==> src/rtl/game_ctrl_pkg.sv <==
// Shared definitions for the game-state sequencer: state encodings, BCD limits and level width.
// Imported by the interface, the BCD digit cell and the game_ctrl top.
package game_ctrl_pkg;

   typedef enum logic [1:0] {
      ST_IDLE = 2'd0,
      ST_RUN  = 2'd1,
      ST_OVER = 2'd2
   } state_t;

   localparam logic [3:0] BCD_NINE = 4'd9;
   localparam int         LEVEL_W  = 3;

   // Codes above nine cannot occur, but are treated as saturated so a corrupt digit self-heals.
   function automatic logic bcdIsMax(input logic [3:0] digit);
      return (digit >= BCD_NINE);
   endfunction

endpackage

==> src/rtl/game_ctrl_if.sv <==
// Bundle of the game controller's player/collision inputs and HUD/renderer outputs.
// The slave modport is the controller; the master modport is whatever drives and observes it.
interface game_ctrl_if
   import game_ctrl_pkg::*;
#(
   parameter int DIGITS = 4
) ();

   logic                    btn_start;
   logic                    hit;
   logic                    running;
   logic                    game_over;
   logic [4*DIGITS-1:0]     score_bcd;
   logic [LEVEL_W-1:0]      level;
   logic                    level_up;
   logic [4*DIGITS-1:0]     hi_score_bcd;

   modport master (
      output btn_start,
      output hit,
      input  running,
      input  game_over,
      input  score_bcd,
      input  level,
      input  level_up,
      input  hi_score_bcd
   );

   modport slave (
      input  btn_start,
      input  hit,
      output running,
      output game_over,
      output score_bcd,
      output level,
      output level_up,
      output hi_score_bcd
   );

endinterface

==> src/rtl/game_ctrl_bcd_digit.sv <==
// One registered BCD digit of the score: increments on inc_i, wraps 9->0 with carry_o,
// and reports sat_o while it holds nine so the top can saturate the whole score.
module bcd_digit
   import game_ctrl_pkg::*;
(
   input  logic       clk_leg,
   input  logic       reset,
   input  logic       clr_i,
   input  logic       inc_i,
   output logic [3:0] digit_o,
   output logic       carry_o,
   output logic       sat_o
);

   logic [3:0] digit_q;
   logic [3:0] digit_d;

   always_comb begin
      digit_d = digit_q;
      if (clr_i) begin
         digit_d = 4'd0;
      end else if (inc_i) begin
         digit_d = bcdIsMax(digit_q) ? 4'd0 : (digit_q + 4'd1);
      end
   end

   always_ff @(posedge clk_leg) begin
      if (reset) begin
         digit_q <= 4'd0;
      end else begin
         digit_q <= digit_d;
      end
   end

   assign digit_o = digit_q;
   assign sat_o   = bcdIsMax(digit_q);
   assign carry_o = inc_i & sat_o;

endmodule

==> src/rtl/game_ctrl.sv <==
// Game-state sequencer on the leg clock: IDLE/RUN/OVER, saturating BCD score, speed level.
// Optional high-score tracking is enabled by defining GAME_HISCORE_EN.
module game_ctrl
   import game_ctrl_pkg::*;
#(
   parameter int DIGITS     = 4,
   parameter int SPEED_STEP = 100,
   parameter int MAX_LEVEL  = 7
) (
   input  logic       clk_leg,
   input  logic       reset,
   game_ctrl_if.slave bus
);

   localparam int                  TICK_W    = (SPEED_STEP > 2) ? $clog2(SPEED_STEP) : 1;
   localparam logic [TICK_W-1:0]   TICK_LAST = TICK_W'(SPEED_STEP - 1);
   localparam logic [LEVEL_W-1:0]  LEVEL_TOP = LEVEL_W'(MAX_LEVEL);

   state_t               state_q;
   state_t               state_d;

   logic                 btnMeta_q;
   logic                 btnSync_q;
   logic                 btnPrev_q;
   logic                 hitMeta_q;
   logic                 hitSync_q;
   logic                 startEdge;

   logic [TICK_W-1:0]    tick_q;
   logic [TICK_W-1:0]    tick_d;
   logic [LEVEL_W-1:0]   level_q;
   logic [LEVEL_W-1:0]   level_d;
   logic                 levelUp_q;
   logic                 levelUp_d;

   logic                 countEn;
   logic                 clearAll;

   logic [DIGITS:0]      ripple;
   logic [DIGITS-1:0]    satVec;
   logic [4*DIGITS-1:0]  scoreVec;

   // Both asynchronous inputs get two flops; btnPrev_q turns the button level into a press edge.
   always_ff @(posedge clk_leg) begin
      if (reset) begin
         btnMeta_q <= 1'b0;
         btnSync_q <= 1'b0;
         btnPrev_q <= 1'b0;
         hitMeta_q <= 1'b0;
         hitSync_q <= 1'b0;
      end else begin
         btnMeta_q <= bus.btn_start;
         btnSync_q <= btnMeta_q;
         btnPrev_q <= btnSync_q;
         hitMeta_q <= bus.hit;
         hitSync_q <= hitMeta_q;
      end
   end

   assign startEdge = btnSync_q & ~btnPrev_q;

   always_ff @(posedge clk_leg) begin
      if (reset) begin
         state_q <= ST_IDLE;
      end else begin
         state_q <= state_d;
      end
   end

   // A collision takes precedence over counting on the edge it is seen; leaving OVER needs hit clear.
   always_comb begin
      state_d  = state_q;
      countEn  = 1'b0;
      clearAll = 1'b0;
      case (state_q)
         ST_IDLE: begin
            clearAll = 1'b1;
            if (startEdge) begin
               state_d = ST_RUN;
            end
         end
         ST_RUN: begin
            if (hitSync_q) begin
               state_d = ST_OVER;
            end else begin
               countEn = 1'b1;
            end
         end
         ST_OVER: begin
            if (startEdge && !hitSync_q) begin
               state_d  = ST_IDLE;
               clearAll = 1'b1;
            end
         end
         default: begin
            state_d  = ST_IDLE;
            clearAll = 1'b1;
         end
      endcase
   end

   always_comb begin
      tick_d    = tick_q;
      level_d   = level_q;
      levelUp_d = 1'b0;
      if (clearAll) begin
         tick_d  = '0;
         level_d = '0;
      end else if (countEn) begin
         if (tick_q == TICK_LAST) begin
            tick_d = '0;
            if (level_q < LEVEL_TOP) begin
               level_d   = level_q + LEVEL_W'(1);
               levelUp_d = 1'b1;
            end
         end else begin
            tick_d = tick_q + TICK_W'(1);
         end
      end
   end

   always_ff @(posedge clk_leg) begin
      if (reset) begin
         tick_q    <= '0;
         level_q   <= '0;
         levelUp_q <= 1'b0;
      end else begin
         tick_q    <= tick_d;
         level_q   <= level_d;
         levelUp_q <= levelUp_d;
      end
   end

   // The score stops at all nines by withholding the increment from the least significant digit.
   assign ripple[0] = countEn & ~(&satVec);

   for (genvar g = 0; g < DIGITS; g++) begin : gDigit
      bcd_digit uDigit (
         .clk_leg (clk_leg),
         .reset   (reset),
         .clr_i   (clearAll),
         .inc_i   (ripple[g]),
         .digit_o (scoreVec[4*g +: 4]),
         .carry_o (ripple[g+1]),
         .sat_o   (satVec[g])
      );
   end

   assert property (@(posedge clk_leg) disable iff (reset) !ripple[DIGITS]);

`ifdef GAME_HISCORE_EN
   logic [4*DIGITS-1:0] hiScore_q;
   logic [4*DIGITS-1:0] hiScore_d;

   // Packed BCD orders the same as binary, so a plain unsigned compare picks the better score.
   always_comb begin
      hiScore_d = hiScore_q;
      if ((state_q == ST_RUN) && (state_d == ST_OVER) && (scoreVec > hiScore_q)) begin
         hiScore_d = scoreVec;
      end
   end

   always_ff @(posedge clk_leg) begin
      if (reset) begin
         hiScore_q <= '0;
      end else begin
         hiScore_q <= hiScore_d;
      end
   end

   assign bus.hi_score_bcd = hiScore_q;
`else
   assign bus.hi_score_bcd = '0;
`endif

   assign bus.running   = (state_q == ST_RUN);
   assign bus.game_over = (state_q == ST_OVER);
   assign bus.score_bcd = scoreVec;
   assign bus.level     = level_q;
   assign bus.level_up  = levelUp_q;

endmodule

==> src/flat_wrapper.sv <==
// flat-port wrapper written by rule: the top's interface ports become plain ports
module game_ctrl_flat import game_ctrl_pkg::*;
#(
   parameter int DIGITS     = 4,
   parameter int SPEED_STEP = 100,
   parameter int MAX_LEVEL  = 7
)
  (clk_leg, reset, bus_btn_start, bus_hit, bus_running, bus_game_over, bus_score_bcd, bus_level, bus_level_up, bus_hi_score_bcd);
  game_ctrl_if #(.DIGITS(DIGITS)) bus_i ();
  input  logic clk_leg;
  input  logic reset;
  input wire logic [$bits(bus_i.btn_start)-1:0] bus_btn_start;
  input wire logic [$bits(bus_i.hit)-1:0] bus_hit;
  output wire logic [$bits(bus_i.running)-1:0] bus_running;
  output wire logic [$bits(bus_i.game_over)-1:0] bus_game_over;
  output wire logic [$bits(bus_i.score_bcd)-1:0] bus_score_bcd;
  output wire logic [$bits(bus_i.level)-1:0] bus_level;
  output wire logic [$bits(bus_i.level_up)-1:0] bus_level_up;
  output wire logic [$bits(bus_i.hi_score_bcd)-1:0] bus_hi_score_bcd;
  assign bus_i.btn_start = bus_btn_start;
  assign bus_i.hit = bus_hit;
  assign bus_running = bus_i.running;
  assign bus_game_over = bus_i.game_over;
  assign bus_score_bcd = bus_i.score_bcd;
  assign bus_level = bus_i.level;
  assign bus_level_up = bus_i.level_up;
  assign bus_hi_score_bcd = bus_i.hi_score_bcd;
  game_ctrl #(.DIGITS(DIGITS), .SPEED_STEP(SPEED_STEP), .MAX_LEVEL(MAX_LEVEL)) u_core (.clk_leg(clk_leg), .reset(reset), .bus(bus_i));
endmodule
==> config.mk <==
export PLATFORM = sky130hd
export DESIGN_NAME = game_ctrl_flat
export DESIGN_NICKNAME = d
export VERILOG_FILES = /design/src/rtl/game_ctrl_pkg.sv /design/src/rtl/game_ctrl_if.sv /design/src/rtl/game_ctrl_bcd_digit.sv /design/src/rtl/game_ctrl.sv /design/src/flat_wrapper.sv
export SDC_FILE = /design/constraint.sdc
export NUM_CORES = 1
export LEC_CHECK = 0
export ABC_AREA = 1
export ABC_CLOCK_PERIOD_IN_PS = 3350
export CAP_MARGIN = 20
export CORE_MARGIN = 10
export CORE_UTILIZATION = 51
export DETAILED_ROUTE_END_ITERATION = 6
export GPL_TIMING_DRIVEN = 0
export PLACE_DENSITY = 0.78
export SYNTH_ARGS = -nofsm -noshare
export SYNTH_HDL_FRONTEND = slang
export SYNTH_HIERARCHICAL = 1
export SYNTH_SLANG_ARGS = --single-unit
==> constraint.sdc <==
create_clock -name clk_leg -period 3.35 [get_ports clk_leg]
set_input_delay 0.8375 -clock clk_leg [delete_from_list [all_inputs] [get_ports clk_leg]]
set_output_delay 0.8375 -clock clk_leg [all_outputs]
set_load 0.005 [all_outputs]
==> out/results.tsv <==
stage	metric	value	unit
status	outcome	finished, final reports clean	
routing	drc	0	
sta	slew_headroom	0.586	
sta	finalCritPeriodShare	0.771	
worst_setup_path	critPathMaxFanout	6	
cts	ctsRootBufferMaster	sky130_fd_sc_hd__clkbuf_8	
cts	cts_post_setup_buffers_inserted	0	
worst_setup_path	criticalPathCategory	flop to flop	
finish	areaGrowthSynthToFinish	21.4	%
logic_synthesis	synth_cell_type_count	25	
finish	fillerInstances	373	
logic_synthesis	syn-cell-area	0.00210	mm2
cts	cts.clk_slew.worst_paths	60	ps
routing	detailedRoute.firstPassIterationCount	4	
cts	postCtsHoldBufs	0	
cts	cts_buffers	5	
die	die_h	84.1	um
sta	hold-worst-slack	404	ps
sta	rsz0062_at_grt	false	
worst_setup_path	required_time_reported_for_the_critical_path_endpoint	3520	ps
sta	finalMaxSlewViolations	0	
sta	timing.final.crit_period	2580	ps
die	initial_core_util	0.524	
finish	n_antenna_cell	0	
die	core_area	0.00400	mm2
finish	layout_commonest_cell	sky130_fd_sc_hd__inv_1	
sta	totalNegativeSetupSlack	0	ps
sta	finalClockSkew	8.16	ps
flow_run	max_cap_violations	0	
worst_setup_path	timing.critical_path.from	u_core/gDigit[3].uDigit/digit_o[1]	
placed_design	port_buffers	25	
sta	slew_at_the_pin_closest_to_its_max_slew_limit	619	ps
global_routing	wire_length_of_the_first_global_routing_pass	6410	um
cts	tritoncts	built	
finish	regArea	681	um2
logic_synthesis	yosys_warnings	6	
placed_design	dp_hpwl	2910	um
worst_setup_path	critPathLaunchType	flop	
die	dieWidth	84.1	um
finish	share_of_cells_above_drive_strength_1	0.247	
sta	timing.final.setup_violations	0	
logic_synthesis	yosys_register_bits	34	
global_routing	grt_start_max_net_pins	12	
worst_setup_path	r2r_start	u_core/gDigit[3].uDigit/digit_o[1]	
placed_design	gpl.final_weighted_congestion	0.783	
logic_synthesis	syn-mean-instance-area	7.79	um2
die	dieArea	0.00707	mm2
die	row_count	23	
finish	final_net_count	334	
cts	cts_htree_levels	2	
routing	routed_wire_per_std_cell	9.84	um
hold_path	hold_path_class	flop to flop	
worst_setup_path	worst-endpoint-arrival	2760	ps
logic_synthesis	synthCells	269	
power_and_ir_drop	max-vdd-ir-drop	0.000339	V
global_routing	grt-ovfl-total	0	
logic_synthesis	seq_area_frac_synth	0.325	
global_routing	grt_pass1_vias	1511	
routing	routed_via_density	4.34	
finish	final_cell_mix	48 x sky130_fd_sc_hd__inv_1, 38 x sky130_fd_sc_hd__nand2_1, 34 x sky130_fd_sc_hd__dfxtp_1	
die	num_io_pins	42	
global_routing	grt_util_all_layers	0.106	
cts	postCtsResizedCells	0	
routing	drt.antenna.violating_nets	0	
cts	worstSkewPairLatency	280	ps
hold_path	min-delay-start	u_core/btnMeta_q	
routing	routed-via-count	1587	
global_routing	grt_antenna_before_repair	0	
cts	clock_sinks	34	
sta	fmax	387	MHz
finish	multi_input_comb_area	0.00110	mm2
power_and_ir_drop	power-per-cell-area	290	mW/mm2
sta	finalHoldViolCount	0	
power_and_ir_drop	cellLeakagePower	0.00113	uW
routing	first_iter_violations	55	
routing	finalWirelength	3600	um
cts	max-clock-path-buffers	2	
worst_setup_path	endpoint_kind	flop	
-- metal layers --
| metal | vias to the layer above | track usage | wire [um] |
|---|---|---|---|
| met5 | - | 0 | 0 |
| li1 | 869 | - | - |
| met3 | 2 | 0.0410 | 239 |
| met1 | 690 | 0.110 | 1560 |
| met2 | 26 | 0.186 | 1780 |
| met4 | 0 | 0.0457 | 21 |
-- state kept, by name, indices dropped and copies added (netlist names) --
signal and cells:
u_core/tick_q 7, u_core/btnSync_q 1, u_core/gDigit.uDigit/digit_o 16, u_core/hitMeta_q 1, u_core/hitSync_q 1, u_core/btnPrev_q 1, u_core/state_q 2, u_core/bus.level 3
u_core/btnMeta_q 1, u_core/bus.level_up 1
-- power by group --
group | switching (uW) | leakage (uW) | internal (uW)
combinational | 27.0 | 0.000811 | 24.9
sequential | 2.13 | 0.000275 | 408
clock | 137 | 0.0000438 | 139
-- through the flow --
step	total power (uW)	std cells	worst slack (ps)	instance area, um2	util
finish	738	366	768	2540	0.636
global route	779	366	529	2540	0.636
CTS	750	366	752	2540	0.636
detailed placement	470	359	771	2460	0.616
global placement	469	359	810	2460	0.616
floorplan	458	284	948	2150	-
-- cell usage after synthesis, drive strengths merged --
cell type,instances,share of area
xor2,3,0.013
a21oi,6,0.016
nand3,15,0.070
xnor2,4,0.017
a41oi,1,0.0042
mux2i,4,0.019
inv,55,0.099
conb,1,0.0018
nor2,48,0.12
dfxtp,34,0.32
buf,20,0.079
o21ai,3,0.0072
ha,14,0.084
nor3b,1,0.0060
nand2,53,0.12
nand4,7,0.021
-- cell families after synthesis --
group                      synth area share
and+or+nand+nor                       0.337
buffers and inverters                 0.177
DFF                                   0.325
adders and majority gates            0.0836
AOI/OAI and AO/OA                    0.0275
xor gates and xnor gates             0.0293
muxes                                0.0191
other                               0.00179
-- final timing paths --
kind                                                      endpoint  slack [ps]  cells past startpoint
worst max-delay path            u_core/gDigit[3].uDigit/digit_o[2]         770                     22
worst min-delay path                              u_core/btnSync_q         400                      2
worst max register to register  u_core/gDigit[3].uDigit/digit_o[2]         770                     22
worst min register to register                    u_core/btnSync_q         400                      2
-- critical path, stage by stage, from the launching register on --
cell and delay, ps:
sky130_fd_sc_hd__dfxtp_1 390, sky130_fd_sc_hd__inv_1 80, sky130_fd_sc_hd__ha_1 190, sky130_fd_sc_hd__nor2_2 100, sky130_fd_sc_hd__nand2_2 80, sky130_fd_sc_hd__nand2_1 70
sky130_fd_sc_hd__inv_1 40, sky130_fd_sc_hd__a41oi_1 220, sky130_fd_sc_hd__buf_6 170, sky130_fd_sc_hd__nand3_4 90, sky130_fd_sc_hd__inv_2 80, sky130_fd_sc_hd__buf_6 130
sky130_fd_sc_hd__nand3_4 90, sky130_fd_sc_hd__inv_2 80, sky130_fd_sc_hd__buf_6 130, sky130_fd_sc_hd__nand3_4 80, sky130_fd_sc_hd__inv_2 80, sky130_fd_sc_hd__buf_6 130
sky130_fd_sc_hd__nand3_1 70, sky130_fd_sc_hd__nand2_1 90, sky130_fd_sc_hd__nor2_2 30, sky130_fd_sc_hd__nand2_1 40, sky130_fd_sc_hd__inv_1 30
-- cell type report --
class                           count  share of cell area
Buffer                             20              0.0649
Timing Repair Buffer               25              0.0984
Clock buffer                        5              0.0271
Inverter                           55              0.0812
Multi-Input combinational cell    175               0.432
Sequential cell                    34               0.268
Clock inverter                      2             0.00394
Tap cell                           50              0.0246
Note: power is estimated with default switching activity, not from simulation.
==> RTL edit, RTL diff (same settings) <==
The option `GAME_HISCORE_EN` is turned on by a define.
--- a/src/rtl/game_ctrl.sv
+++ b/src/rtl/game_ctrl.sv
@@ -1,4 +1,6 @@
 // Game-state sequencer on the leg clock: IDLE/RUN/OVER, saturating BCD score, speed level.
 // Optional high-score tracking is enabled by defining GAME_HISCORE_EN.
+`define GAME_HISCORE_EN
+
 module game_ctrl
    import game_ctrl_pkg::*;
Check against the original RTL: not equivalent (a bounded check fails within 10 cycles, from zero or initial values and one cycle with reset high).
==> RTL edit against the unedited design <==
  * Sequential power grew 46%
  * Synthesized cell count grew 55%
  * Sequential cell count grew 16
  * Synthesized area grew 47%
  * Cell area grew 45%
  * Setup slack lost 0.24 ns
  * Wire length grew 79%
  * Total power grew 40%
  * Highest routed layer unchanged
==> RTL edit: results (changes against the unedited design) <==
| Metric | Value |
|---|---|
| Status | complete, no violations |
| Port bufs | 41 (+64%) |
| Min-delay src | u_core/hitMeta_q$_SDFF_PP0_ |
| Final net count | 498 (+49%) |
| Comb pwr share | 4.2% (-2.8 points) |
| Clock skew | 0.005330 ns (-0.002833 ns) |
| Num CTS Buffers | 5 (unchanged) |
| Clock Latency Late Sink | 0.30 ns (+0.02 ns) |
| Synth area leaders | dfxtp_1, ha_1, inv_1 |
| Top cells by count, synth | inv_1, nand2_1, dfxtp_1 |
| Seq/Total Area, Yosys | 32.40% (-0.076 points) |
| Post-Syn Instances | 416 (+55%) |
| Number of global-route vias before repair | 2655 (+76%) |
| Logic power comb | 0.0430 mW (-17%) |
| Top FF cell, synth | dfxtp_1 |
| R2r setup slk | 0.53 ns (-0.24 ns) |
| First-pass GRT wire length | 11.27 mm (+76%) |
| Antenna Diode Count | 0 (unchanged) |
| DRT iter0 DRCs | 108 (+96%) |
| Clk slew on worst S/H paths | 0.09 ns (+0.03 ns) |
| Filler cells | 550 (+47%) |
| Slew HR | 26.76% (-32 points) |
| HPWL after detailed placement | 5.059 mm (+74%) |
| Part of the power in registers | 58.1% (+2.6 points) |
| Routed WL per cell | 11.95 um (+21%) |
| Met3 usage | 3.946% (-0.16 points) |
| Leakage | 1.553 nW (+37%) |
| M1 GR Usage | 14.50% (+3.5 points) |
| Largest net degree at the start of global routing | 16 (+4) |
| Sw frac | 22.17% (-0.35 points) |
| Overall routing resource usage | 13.43% (+2.8 points) |
| Met2 GRT Util | 24.26% (+5.7 points) |
| Routability Congestion | 0.8080 (+3.3%) |
| Worst-path fanout max | 7 (+1) |
| Dpl cells | 532 (+48%) |
| Worst-case vdd ir drop | 0.1848 mV (-46%) |
| Vias | 2643 (+67%) |
| CP arrival | 3.07 ns (+0.31 ns) |
| Cell variety after synth | 30 (+20%) |
RTL edit: cell count changes in the layout (fill, tap and decap cells not counted), sizes merged, moves of 18 or more:
cell	unedited run	this run
a21oi	6	30
inv	55	89
nand2	53	80
nor2	48	66
RTL edit: cell families after synthesis:
| family | after synthesis | share of synthesized area, % |
|---|---|---|
| flip-flops | 50 | 32.40 |
| multiplexers | 4 | 1.296 |
| adder cells (fa/ha/maj) | 30 | 12.15 |
| AND/OR/NAND/NOR | 189 | 32.32 |
| buffers and inverters | 101 | 13.97 |
| AO/OA/AOI/OAI | 35 | 5.873 |
| XOR/XNOR | 7 | 1.985 |
RTL edit: worst paths after layout:
path                                                                         to  cells past startpoint
worst max-delay path            u_core/gDigit[3].uDigit/digit_o[2]$_SDFFE_PP0P_                     23
worst min-delay path                                u_core/hitSync_q$_SDFF_PP0_                      2
worst max register to register  u_core/gDigit[3].uDigit/digit_o[2]$_SDFFE_PP0P_                     23
worst min register to register                      u_core/hitSync_q$_SDFF_PP0_                      2
RTL edit: through the flow:
stage	instance area, um2	setup slack [ns]	hold slack, ns
final	3699	0.5280	0.4184
after global routing	3699	0.2961	0.4388
after CTS	3699	0.5176	0.4228
after detailed placement	3593	0.5471	0.4081
after global placement	3593	0.5771	0.3923
after floorplan	3089	0.8877	0.3883
RTL edit: metal layers:
metal | vias to the layer above | wire, um
met5 | - | 0
li1 | 1371 | -
met1 | 1217 | 2885
met3 | 6 | 403
met2 | 49 | 3085
met4 | 0 | 78
RTL edit: area by class of cell:
type | count | share of cell area (%)
Timing Repair Buffer | 41 | 11.10
Sequential cell | 50 | 27.06
Inverter | 89 | 9.032
Multi-Input combinational cell | 265 | 44.79
Clock inverter | 1 | 0.2368
Buffer | 12 | 2.639
Clock buffer | 7 | 2.605
Tap cell | 75 | 2.537
